===== src/rtl/hilo_pkg.sv =====
// Shared encodings for the HI/LO multiply unit: operation codes, FSM states
// and small decode helpers used by the controller.
package hilo_pkg;

    typedef enum logic [2:0] {
        OP_MULT  = 3'b000,
        OP_MULTU = 3'b001,
        OP_MADD  = 3'b010,
        OP_MSUB  = 3'b011,
        OP_MTHI  = 3'b100,
        OP_MTLO  = 3'b101,
        OP_RSV6  = 3'b110,
        OP_RSV7  = 3'b111
    } mulop_t;

    typedef enum logic [1:0] {
        ST_IDLE = 2'b00,
        ST_MUL  = 2'b01,
        ST_ACC  = 2'b10,
        ST_DONE = 2'b11
    } state_t;

    // Operations that run the iterative multiplier and update HI/LO at the end.
    function automatic logic is_mul_class(input mulop_t op);
        return (op == OP_MULT) || (op == OP_MULTU) || (op == OP_MADD) || (op == OP_MSUB);
    endfunction

    // Only MULTU treats its operands as unsigned.
    function automatic logic is_signed_op(input mulop_t op);
        return (op != OP_MULTU);
    endfunction

endpackage


===== src/rtl/mul_iter_core.sv =====
// Iterative shift-add multiplier: latches operand magnitudes on load, then
// performs one add/shift step per cycle while step is high.
module mul_iter_core #(
    parameter int WIDTH = 32
) (
    input  logic                 clk,
    input  logic                 rst_n,
    input  logic                 load,
    input  logic                 step,
    input  logic                 signed_op,
    input  logic [WIDTH-1:0]     a,
    input  logic [WIDTH-1:0]     b,
    output logic                 last,
    output logic [2*WIDTH-1:0]   product
);

    localparam int CW = (WIDTH > 1) ? $clog2(WIDTH) : 1;
    localparam logic [WIDTH-1:0]   ONE_W  = {{(WIDTH-1){1'b0}}, 1'b1};
    localparam logic [2*WIDTH-1:0] ONE_2W = {{(2*WIDTH-1){1'b0}}, 1'b1};
    localparam logic [CW-1:0]      ONE_C  = {{(CW-1){1'b0}}, 1'b1};
    localparam logic [CW-1:0]      LAST_C = CW'(WIDTH - 1);

    logic [2*WIDTH-1:0] acc_reg;
    logic [2*WIDTH-1:0] mcand_reg;
    logic [WIDTH-1:0]   mplier_reg;
    logic [CW-1:0]      count_reg;
    logic               neg_reg;

    logic [WIDTH-1:0]   mag_a;
    logic [WIDTH-1:0]   mag_b;
    logic               a_neg;
    logic               b_neg;

    assign a_neg = signed_op & a[WIDTH-1];
    assign b_neg = signed_op & b[WIDTH-1];
    // The most negative value maps onto itself, which is its correct unsigned magnitude.
    assign mag_a = a_neg ? (~a + ONE_W) : a;
    assign mag_b = b_neg ? (~b + ONE_W) : b;

    always_ff @(posedge clk or negedge rst_n) begin
        if (!rst_n) begin
            acc_reg    <= '0;
            mcand_reg  <= '0;
            mplier_reg <= '0;
            count_reg  <= '0;
            neg_reg    <= 1'b0;
        end else if (load) begin
            acc_reg    <= '0;
            mcand_reg  <= {{WIDTH{1'b0}}, mag_a};
            mplier_reg <= mag_b;
            count_reg  <= '0;
            neg_reg    <= a_neg ^ b_neg;
        end else if (step) begin
            if (mplier_reg[0]) begin
                acc_reg <= acc_reg + mcand_reg;
            end
            mcand_reg  <= {mcand_reg[2*WIDTH-2:0], 1'b0};
            mplier_reg <= {1'b0, mplier_reg[WIDTH-1:1]};
            count_reg  <= count_reg + ONE_C;
        end
    end

    assign last    = (count_reg == LAST_C);
    assign product = neg_reg ? (~acc_reg + ONE_2W) : acc_reg;

endmodule


===== src/rtl/hilo_mul_controller.sv =====
// HI/LO register file with a multicycle multiply/accumulate sequencer;
// MTHI/MTLO write directly from IDLE, multiply-class ops take WIDTH+2 cycles.
module hilo_mul_controller
    import hilo_pkg::*;
#(
    parameter int WIDTH = 32
) (
    input  logic             Clk,
    input  logic             Reset,
    input  logic             Start,
    input  logic [2:0]       MulOp,
    input  logic [WIDTH-1:0] A,
    input  logic [WIDTH-1:0] B,
    output logic             Busy,
    output logic             Done,
    output logic [WIDTH-1:0] HI,
    output logic [WIDTH-1:0] LO
);

    state_t             state_reg;
    mulop_t             op_reg;
    mulop_t             op_in;
    logic [WIDTH-1:0]   hi_reg;
    logic [WIDTH-1:0]   lo_reg;
    logic               busy_reg;
    logic               done_reg;

    logic               core_load;
    logic               core_step;
    logic               core_last;
    logic [2*WIDTH-1:0] core_product;
    logic [2*WIDTH-1:0] hilo_cur;

    assign op_in     = mulop_t'(MulOp);
    assign hilo_cur  = {hi_reg, lo_reg};
    assign core_load = (state_reg == ST_IDLE) && Start && is_mul_class(op_in);
    assign core_step = (state_reg == ST_MUL);

    mul_iter_core #(
        .WIDTH(WIDTH)
    ) u_core (
        .clk      (Clk),
        .rst_n    (Reset),
        .load     (core_load),
        .step     (core_step),
        .signed_op(is_signed_op(op_in)),
        .a        (A),
        .b        (B),
        .last     (core_last),
        .product  (core_product)
    );

    always_ff @(posedge Clk or negedge Reset) begin
        if (!Reset) begin
            state_reg <= ST_IDLE;
            op_reg    <= OP_MULT;
            hi_reg    <= '0;
            lo_reg    <= '0;
            busy_reg  <= 1'b0;
            done_reg  <= 1'b0;
        end else begin
            done_reg <= 1'b0;
            case (state_reg)
                ST_IDLE: begin
                    if (Start) begin
                        if (is_mul_class(op_in)) begin
                            op_reg    <= op_in;
                            state_reg <= ST_MUL;
                            busy_reg  <= 1'b1;
                        end else if (op_in == OP_MTHI) begin
                            hi_reg <= A;
                        end else if (op_in == OP_MTLO) begin
                            lo_reg <= A;
                        end
                    end
                end
                ST_MUL: begin
                    if (core_last) begin
                        state_reg <= ST_ACC;
                    end
                end
                ST_ACC: begin
                    // Accumulation wraps modulo 2^(2*WIDTH); no overflow indication.
                    case (op_reg)
                        OP_MADD: {hi_reg, lo_reg} <= hilo_cur + core_product;
                        OP_MSUB: {hi_reg, lo_reg} <= hilo_cur - core_product;
                        default: {hi_reg, lo_reg} <= core_product;
                    endcase
                    state_reg <= ST_DONE;
                    busy_reg  <= 1'b0;
                    done_reg  <= 1'b1;
                end
                ST_DONE: begin
                    state_reg <= ST_IDLE;
                end
                default: begin
                    state_reg <= ST_IDLE;
                    busy_reg  <= 1'b0;
                end
            endcase
        end
    end

    assign Busy = busy_reg;
    assign Done = done_reg;
    assign HI   = hi_reg;
    assign LO   = lo_reg;

endmodule


===== config.mk =====
export PLATFORM = sky130hd
export DESIGN_NAME = hilo_mul_controller
export DESIGN_NICKNAME = d
export VERILOG_FILES = /design/src/rtl/hilo_pkg.sv /design/src/rtl/mul_iter_core.sv /design/src/rtl/hilo_mul_controller.sv
export SDC_FILE = /design/constraint.sdc
export NUM_CORES = 1
export LEC_CHECK = 0
export CORE_MARGIN = 2
export CORE_UTILIZATION = 50
export DETAILED_ROUTE_END_ITERATION = 10
export PLACE_DENSITY = 0.68
export SLEW_MARGIN = 20
export SYNTH_ARGS = -nofsm -noshare
export SYNTH_HDL_FRONTEND = slang
export SYNTH_SLANG_ARGS = --single-unit

===== constraint.sdc =====
create_clock -name Clk -period 13.28 [get_ports Clk]
set_clock_uncertainty 0.05 [all_clocks]
set_input_delay 2.656 -clock Clk [delete_from_list [all_inputs] [get_ports Clk]]
set_output_delay 2.656 -clock Clk [all_outputs]
set_load 0.02 [all_outputs]

# ---- Word level (Yosys, flattened, before mapping)
# Cells that the tools add are included.
dict set report word_totals {
  regBits 237
}
dict set report op_classes {
  addsub 7
  n_eq_ne 19
  muxes 31
  bitwise_logic 6
  n_reduce_logical 16
}
# cell n
set op_table {}
lappend op_table {{$mux W64} 6}
lappend op_table {{$mux W32} 11}
lappend op_table {{$pmux W32 S2} 4}
lappend op_table {{$add A64 B64 Y64} 2}
lappend op_table {{$add A32 B1 Y32 const B} 2}
lappend op_table {{$add A64 B1 Y64 const B} 1}
lappend op_table {{$not A32 Y32} 2}
lappend op_table {{$not A64 Y64} 1}
lappend op_table {{$sub A64 B64 Y64} 1}
lappend op_table {{$eq A3 B2 Y1 const B} 4}
lappend op_table {{$mux W5} 2}
lappend op_table {{$reduce_and A3 Y1} 3}
lappend op_table {{$ne A2 B1 Y1 const B} 4}
lappend op_table {{$pmux W2 S4} 1}
lappend op_table {{$eq A3 B3 Y1 const B} 2}
lappend op_table {{$mux W2} 3}
lappend op_table {{$ne A2 B2 Y1 const B} 3}
lappend op_table {{$reduce_bool A2 Y1} 3}
lappend op_table {{$add A5 B1 Y5 const B} 1}
lappend op_table {{$eq A5 B5 Y1 const B} 1}
lappend op_table {{$reduce_and A5 Y1} 1}
lappend op_table {{$eq A2 B2 Y1 const B} 2}
lappend op_table {{$reduce_and A4 Y1} 1}
lappend op_table {{$eq A3 B1 Y1 const B} 1}
lappend op_table {{other kinds (11)} 17}

# ---- Logic depth before layout (Yosys ltp)
# Gate-level depths: netlist of the first run.
dict set report logic_depth {
  depth_word 7
  mapped_depth 25
  depth_no_buf 23
}

# ---- Hierarchy
# From an unflattened synthesis of the first run, not the netlist that was laid out.
dict set report unflattened {
  cells_unflattened 3201
  area_unflattened_um2 24422.2
}
# mod n_inst cells_each area_per_inst_um2 seq_area_each_um2
set by_module_without_submodules {}
lappend by_module_without_submodules {mul_iter_core 1 1580 13085.0 4154.0}
lappend by_module_without_submodules {hilo_mul_controller 1 1621 11337.1 1776.7}

# ---- Worst setup path after synthesis of the first run
# No wires, ideal clock.
dict set report synth_path {
  kind {register to register}
  from {register u_core.acc_reg[1]}
  to {register hi_reg[31] (netlist: HI[31])}
  setup_time_ns 0.069
  arrival_ns 5.885
  required_ns 13.161
  setup_slack_ns 7.277
  path_stages_with_launch 23
  path_buffers 1
  synth_period_minus_slack_ns 6.003
  cell_sequence {dfrtp_1 -> inv_1 -> ha_1 -> nor2b_1 -> nand3_1 -> or4_1 -> or3_1 -> buf_2 -> or4_4 -> or3_4 -> o21ai_2 -> xnor2_1 -> ha_1 -> or4_1 -> nor3_1 -> nand4_1 -> a2111oi_0 -> a211oi_1 -> o211ai_1 -> a31o_2 -> nor3_1 -> or3_1 -> nand3_1}
}
dict set report synth_via {
  elab_chain_cells 6
  word_cells_on_any_way 7
  cone_classes {3 x add/sub; 3 x mux; 1 x bitwise}
}
# element line
set synth_lines {}
lappend synth_lines {{from (decl)} mul_iter_core.sv:23} ;# logic [2*WIDTH-1:0] acc_reg;
lappend synth_lines {{from (signal assigned)} mul_iter_core.sv:55} ;# acc_reg <= acc_reg + mcand_reg;
lappend synth_lines {{$not A64 Y64} mul_iter_core.sv:64} ;# assign product = neg_reg ? (~acc_reg + ONE_2W) : acc_reg;
lappend synth_lines {{$add A64 B1 Y64} mul_iter_core.sv:64}
lappend synth_lines {{$mux W64 *} mul_iter_core.sv:64}
lappend synth_lines {{$sub A64 B64 Y64 or $add A64 B64 Y64 (tied branches)} {hilo_mul_controller.sv:86, hilo_mul_controller.sv:85}}
lappend synth_lines {{$pmux W32 S2 *} hilo_mul_controller.sv:84} ;# case (op_reg)
lappend synth_lines {{$pmux W32 S2 *} hilo_mul_controller.sv:63} ;# case (state_reg)
lappend synth_lines {{to (signal assigned)} hilo_mul_controller.sv:85} ;# OP_MADD: {hi_reg, lo_reg} <= hilo_cur + core_product;
lappend synth_lines {{to (signal assigned)} hilo_mul_controller.sv:86} ;# OP_MSUB: {hi_reg, lo_reg} <= hilo_cur - core_product;
lappend synth_lines {{to (signal assigned)} hilo_mul_controller.sv:87} ;# default: {hi_reg, lo_reg} <= core_product;
lappend synth_lines {{to (decl)} hilo_mul_controller.sv:23} ;# logic [WIDTH-1:0] hi_reg;
# Mark *: on every way between the ends. The rest lies on a longest branch, timed or not.
# A chain may end at the register's enable or synchronous reset.

# ---- Worst setup path in the final report of the first run
dict set report layout_path {
  from {register u_core.acc_reg[1]}
  to {register hi_reg[22] (netlist: HI[22])}
}
# The elaborated chain is that of the path after synthesis.

==> results.py, run 1 <==
metrics = {
    "run_status": {
        "status": "complete, no violations",
    },
    "grt": {
        "grt_usage": 0.352,
        "grt_max_degree": 103,
        "grt_pass1_wl_um": 145000,
        "antenna_found_initial": 1,
        "grt-ovfl-total": 0,
        "first_global_vias": 24273,
    },
    "synth": {
        "synthSimpleGateAreaFrac": 0.196,
        "yosys.area.top_type": "dfrtp_1",
        "synth_nets": 3622,
        "synth_compound_area_frac": 0.274,
        "synthXorXnorAreaFrac": 0.0845,
        "yosys_most_used_dff": "dfrtp_1",
        "ys_ff_latch": 237,
        "syn-cell-area_um2": 25000,
        "async_flop_share": 1.00,
        "muxShareOfSynthArea": 0.0457,
        "seq_area_frac_synth": 0.237,
        "synth_edf_count": 0,
        "synth_top_family_by_area": "compound AO/OA/AOI/OAI gates",
        "synth_cell_types": 82,
        "synth_top_area_frac": 0.237,
        "synth.avg_cell_area_um2": 7.50,
        "syn_inst": 3338,
        "synth.most_common_cell": "nand2_1",
        "ys_top_cells_by_count": "nand2_1, a21oi_1, o21ai_0",
        "synth-adder-area-share": 0.108,
        "yosysWarnings": 0,
        "synthTopCellsByArea": "dfrtp_1, ha_1, a21oi_1, o21ai_0, nand2_1",
    },
    "cts": {
        "clock_sinks": 237,
        "cts.path.max_buffers": 3,
        "cts_resized": 0,
        "cts_hold_repair.buffers": 0,
        "htree_levels": 1,
        "cts_tree": "built",
        "root_buffer": "clkbuf_16",
        "clk_latency_ns": 0.61,
        "postCtsSetupBuffers": 0,
        "path_clk_slew_ns": 0.06,
        "cts_buffers": 30,
    },
    "floorplan": {
        "ios": 136,
        "core_um2": 49800,
        "die_x_um": 228,
        "rows": 82,
        "initial_core_util": 0.503,
        "die_area_um2": 51900,
        "die_h_um": 228,
    },
    "sta": {
        "worst_pin_slew_ns": 1.14,
        "final_hold_viol_count": 0,
        "setup_violations": 0,
        "drv_slew": 0,
        "hold_ws_ns": 0.476,
        "slew_headroom": 0.232,
        "rsz0062_at_grt": "no",
        "finalWorstPathRequiredPeriod_ns": 7.44,
        "period_share": 0.560,
        "final.setup.tns_ns": 0,
        "fmax_mhz": 134,
    },
    "setup_path": {
        "max_stage_delay_ns": 0.79,
        "crit_path_end_kind": "register",
        "critPathSlowestCell": "nor4b_1",
        "crit_family": "simple AND/OR/NAND/NOR gates",
        "crit_buf_inv": 2,
        "critPathKind": "reg2reg",
        "critPathLaunchType": "register",
        "cp_data_required_time_ns": 13.66,
        "cp.arrival_ns": 7.82,
        "crit_fanout": 8,
        "path_cells": "inv_1 > ha_1 > nor2b_1 > nand3_1 > or4_1 > or3_1 > or4_4 > nand2_1 > xor2_1 > inv_1 > ha_1 > nand4_1 > nor4_1 > a22oi_1 > a2111oi_0 > a21oi_1 > o21bai_1 > nor4b_1 > o21ai_0 > a32oi_1 > xnor2_1 > a41oi_1",
    },
    "detailed_routing": {
        "dr.pass1.iters": 9,
        "viasPerCell": 6.42,
        "wire_per_inst_um": 23.4,
        "drc": 0,
        "dr.first_iter.drc_count": 2922,
        "postRouteAntennaNets": 0,
        "num_vias": 25847,
        "finalWirelength_um": 94100,
    },
    "layout": {
        "drive_above_1_share": 0.0397,
        "fin_cells": 4023,
        "layout.nets": 3611,
        "nFillCells": 4745,
        "area_growth_pct": 10.8,
    },
    "place": {
        "portBuffers": 135,
        "place.gp.congestion": 1.04,
        "place_hpwl_um": 72400,
        "dpl.cell_count": 3966,
    },
    "run": {
        "cap_violations": 0,
    },
    "min_path": {
        "min-delay-path-class": "reg2reg",
    },
}
## worst min-delay path, stage by stage, from the launching register on
cell and delay (ns):
dfrtp_1 0.34, nand3b_1 0.09, nand2_1 0.07
## cells by family (layout without fill, tap and decap cells)
family,after synthesis,after routing
and+or+nand+nor,1060,1060
AOI/OAI and AO/OA,1105,1105
buffers and inverters,368,380
xor gates and xnor gates,240,240
other,0,1
muxes,114,114
adders and majority gates,214,214
DFF,237,237
## cell type report
class                      instances  area, um^2  share of cell area
antenna                            1        2.50           0.0000901
clock buffer                      40         818              0.0295
multi-input combinational       2733       17800               0.641
tap                              672         841              0.0303
clock inverter                    15         196             0.00708
timing repair buffer             160        1560              0.0563
inverter                         165         619              0.0223
sequential                       237        5930               0.214
## layout by cell type (no fill, tap or decap), types with 13 or more instances in the layout
master	n
a211oi_1	32
a21boi_0	17
a21o_1	74
a21oi_1	343
a221oi_1	21
a31oi_1	39
and3_1	15
buf_4	24
clkbuf_16	30
clkdlybuf4s50_1	134
dfrtp_1	235
ha_1	209
inv_1	163
mux2i_1	112
nand2_1	384
nand2b_1	21
nand3_1	70
nand4_1	46
nor2_1	280
nor2b_1	29
nor3_1	61
nor4_1	34
o211ai_1	36
o21a_1	13
o21ai_0	290
o21bai_1	48
o31ai_1	59
o41ai_1	13
or3_1	41
or4_1	19
xnor2_1	145
xor2_1	93
## stage by stage
stage | setup WS (ns) | util | cell area [um^2]
after detailed placement | 6.09 | 0.537 | 26700
after global placement | 6.12 | 0.537 | 26700
final | 5.84 | 0.558 | 27800
after global routing | 5.53 | 0.558 | 27800
after CTS | 5.98 | 0.557 | 27700
after floorplan | 7.28 | - | 25000
## path summary, 6_finish.rpt
check / from / end / slack (ns) / cells after the start
worst max-delay path: u_core.acc_reg[1]$_DFFE_PN0P_ / HI[22]$_DFFE_PN0P_ / 5.84 / 22
worst min-delay path: u_core.mplier_reg[31]$_DFFE_PN0P_ / u_core.mplier_reg[31]$_DFFE_PN0P_ / 0.48 / 2
worst max register to register: u_core.acc_reg[1]$_DFFE_PN0P_ / HI[22]$_DFFE_PN0P_ / 5.84 / 22
worst min register to register: u_core.mplier_reg[31]$_DFFE_PN0P_ / u_core.mplier_reg[31]$_DFFE_PN0P_ / 0.48 / 2
max in group asynchronous: Reset / op_reg[0]$_DFFE_PN0P_ / 9.55 / 2
min in group asynchronous: Reset / u_core.mplier_reg[19]$_DFFE_PN0P_ / 2.04 / 1
## metal layers
| metal | part of all wire | up-vias | global-route usage |
|---|---|---|---|
| met5 | 0 | - | 0 |
| met4 | 0.037 | 0 | 0.113 |
| met3 | 0.096 | 161 | 0.0570 |
| met2 | 0.42 | 1269 | 0.519 |
| met1 | 0.45 | 12436 | 0.520 |
| li1 | - | 11981 | - |
Power of run 1 is left out: the tool's default activity adds up to more than one toggle a clock period on the data nets, which glitch-free logic cannot reach.
==> run 2: changes to the inputs <==
--- a/config.mk
+++ b/config.mk
@@ -8,7 +8,7 @@
 export CORE_MARGIN = 2
 export CORE_UTILIZATION = 50
 export DETAILED_ROUTE_END_ITERATION = 10
-export PLACE_DENSITY = 0.68
+export PLACE_DENSITY = 0.71
 export SLEW_MARGIN = 20
 export SYNTH_ARGS = -nofsm -noshare
 export SYNTH_HDL_FRONTEND = slang
==> constraint.sdc (replaced) <==
create_clock -name Clk -period 6.2 [get_ports Clk]
set_clock_uncertainty 0.05 [all_clocks]
set_input_delay 1.24 -clock Clk [delete_from_list [all_inputs] [get_ports Clk]]
set_output_delay 1.24 -clock Clk [all_outputs]
set_load 0.02 [all_outputs]
==> run 2 against run 1 <==
Against the previous run: worst setup slack got worse by 5.7 ns; final cell count increased by 4.1%; highest routed layer is now met5; core utilization increased by 3.0 points; fmax increased by 23%; via count increased by 3.2%; first-iteration DRC count increased by 15%; die area unchanged; routed wire length increased by 3.4%; critical endpoint is now HI[28]$_DFFE_PN0P_.
==> results.py, run 2 (same netlist as run 1, synthesis figures left out) <==
metrics = {
    "floorplan": {
        "die_h_um": 228,
        "core_um2": 49800,
        "ios": 136,
        "rows": 82,
        "die_x_um": 228,
        "initial_core_util": 0.503,
        "die_area_um2": 51900,
    },
    "cts": {
        "root_buffer": "clkbuf_16",
        "cts_hold_repair.buffers": 0,
        "cts_buffers": 28,
        "htree_levels": 1,
        "path_clk_slew_ns": 0.06,
        "clock_sinks": 237,
        "clk_latency_ns": 0.58,
        "cts_tree": "built",
        "cts.path.max_buffers": 3,
    },
    "sta": {
        "drv_slew": 0,
        "setup_violations": 0,
        "hold_ws_ns": 0.482,
        "final.setup.tns_ns": 0,
        "worst_pin_slew_ns": 1.08,
        "period_share": 0.979,
        "fmax_mhz": 165,
        "finalWorstPathRequiredPeriod_ns": 6.07,
        "slew_headroom": 0.264,
        "final_hold_viol_count": 0,
    },
    "grt": {
        "grt_usage": 0.362,
        "first_global_vias": 24824,
        "grt.met3_usage": 0.0608,
        "grt_pass1_wl_um": 148000,
        "grt-ovfl-total": 0,
        "use_met1": 0.539,
        "antenna_found_initial": 4,
        "grt_max_degree": 120,
        "grtUsageMet2": 0.524,
        "busiest_layer": "met1",
    },
    "detailed_routing": {
        "drc": 0,
        "num_vias": 26674,
        "viasPerCell": 6.37,
        "finalWirelength_um": 97300,
        "wire_per_inst_um": 23.2,
        "dr.pass1.iters": 6,
        "dr.first_iter.drc_count": 3357,
        "postRouteAntennaNets": 0,
    },
    "layout": {
        "area_growth_pct": 16.8,
        "final_cell_mix": "nand2_1, a21oi_1, o21ai_0",
        "final_common_cell": "nand2_1",
        "fin_cells": 4187,
        "drive_above_1_share": 0.0959,
        "layout.nets": 3777,
    },
    "place": {
        "place_hpwl_um": 75800,
        "portBuffers": 135,
        "place.gp.congestion": 1.04,
        "dpl.cell_count": 4132,
    },
    "setup_path": {
        "crit_buf_inv": 7,
        "max_stage_delay_ns": 0.60,
        "critPathKind": "reg2reg",
        "cp.arrival_ns": 6.47,
        "crit_path_end_kind": "register",
        "critPathSlowestCell": "xor2_1",
        "critPathLaunchType": "register",
        "crit_fanout": 7,
        "cp_data_required_time_ns": 6.60,
        "worst_path_most_repeated_cell": "buf_4",
        "crit_family": "simple AND/OR/NAND/NOR gates",
    },
    "run_status": {
        "status": "complete, no violations",
    },
    "min_path": {
        "min-delay-path-class": "reg2reg",
    },
    "run": {
        "cap_violations": 0,
    },
}
[run 2: cell count changes in the layout (fill, tap and decap cells not counted), moves of 3 or more]
cell       before  now
nor4_1         34   30
nor4_2          1    5
bufinv_16       3    6
a221oi_1       21   18
clkinv_2        4    1
buf_4          24  192
a221oi_2        1    4
a21oi_2         0    4
a21oi_1       343  338
ha_1          209  205
a2111oi_0      11    8
[run 2: per-layer routing]
| layer | wire length [um] | vias to the layer above | share of wire |
|---|---|---|---|
| met1 | 43900 | 12747 | 0.45 |
| li1 | - | 12319 | - |
| met5 | 9 | - | 0.000092 |
| met4 | 3550 | 2 | 0.036 |
| met3 | 10100 | 176 | 0.10 |
| met2 | 39800 | 1430 | 0.41 |
[run 2: worst reg2reg max path, stage by stage, from the launching register on]
cell and delay, ns:
dfrtp_1 0.39, inv_2 0.07, ha_2 0.18, nor2b_4 0.17
nand3_2 0.11, or4_4 0.53, or3_4 0.37, buf_4 0.17
nor4_2 0.16, buf_4 0.17, nand3_1 0.11, o21ai_0 0.21
xor2_1 0.60, inv_1 0.11, ha_1 0.43, inv_1 0.17
nand2_1 0.12, or3_1 0.13, nor2_1 0.05, a211oi_1 0.26
buf_4 0.18, o21ai_0 0.07, a31o_2 0.27, a311oi_1 0.40
buf_4 0.19, mux2i_1 0.20, a31oi_1 0.10
[run 2: stage by stage]
stage / cell area [um^2] / utilization / worst slack (ns)
2_1_floorplan: 25000 / - / 0.197
3_3_place_gp: 28000 / 0.562 / 0.0605
3_5_place_dp: 28000 / 0.562 / -0.163
4_1_cts: 29000 / 0.583 / 0.0109
5_1_grt: 29300 / 0.588 / -0.0360
6_report: 29300 / 0.588 / 0.130
[run 2: area by class of cell]
type / instances / area (um^2)
diodes: 2 / 5.00
clock buffers: 39 / 813
clock inverters: 11 / 216
fillers: 4666 / 20500
inverters: 165 / 619
multi-input cells: 2733 / 18000
flip-flops and latches: 237 / 5930
well taps: 672 / 841
repair buffers: 328 / 2820
[run 2: final timing paths]
check / startpoint / endpoint / slack [ns] / depth (start not counted)
setup / recovery: u_core.acc_reg[1]$_DFFE_PN0P_ / HI[28]$_DFFE_PN0P_ / 0.13 / 26
hold / removal: u_core.mplier_reg[31]$_DFFE_PN0P_ / u_core.mplier_reg[31]$_DFFE_PN0P_ / 0.48 / 2
setup reg to reg: u_core.acc_reg[1]$_DFFE_PN0P_ / HI[28]$_DFFE_PN0P_ / 0.13 / 26
hold reg to reg: u_core.mplier_reg[31]$_DFFE_PN0P_ / u_core.mplier_reg[31]$_DFFE_PN0P_ / 0.48 / 2
max in group asynchronous: Reset / op_reg[0]$_DFFE_PN0P_ / 4.23 / 2
min in group asynchronous: Reset / u_core.mplier_reg[19]$_DFFE_PN0P_ / 0.67 / 1
[run 2: what timing repair did]
| item | CTS | global route |
|---|---|---|
| endpoints found under the setup margin | 4 | 30 |
| gates resized for setup | 6 | 43 |
| gates cloned | 0 | 0 |
| pin swaps | 0 | 12 |
| buffers inserted | 0 | 3 |
Power of run 2 is left out for the same reason.
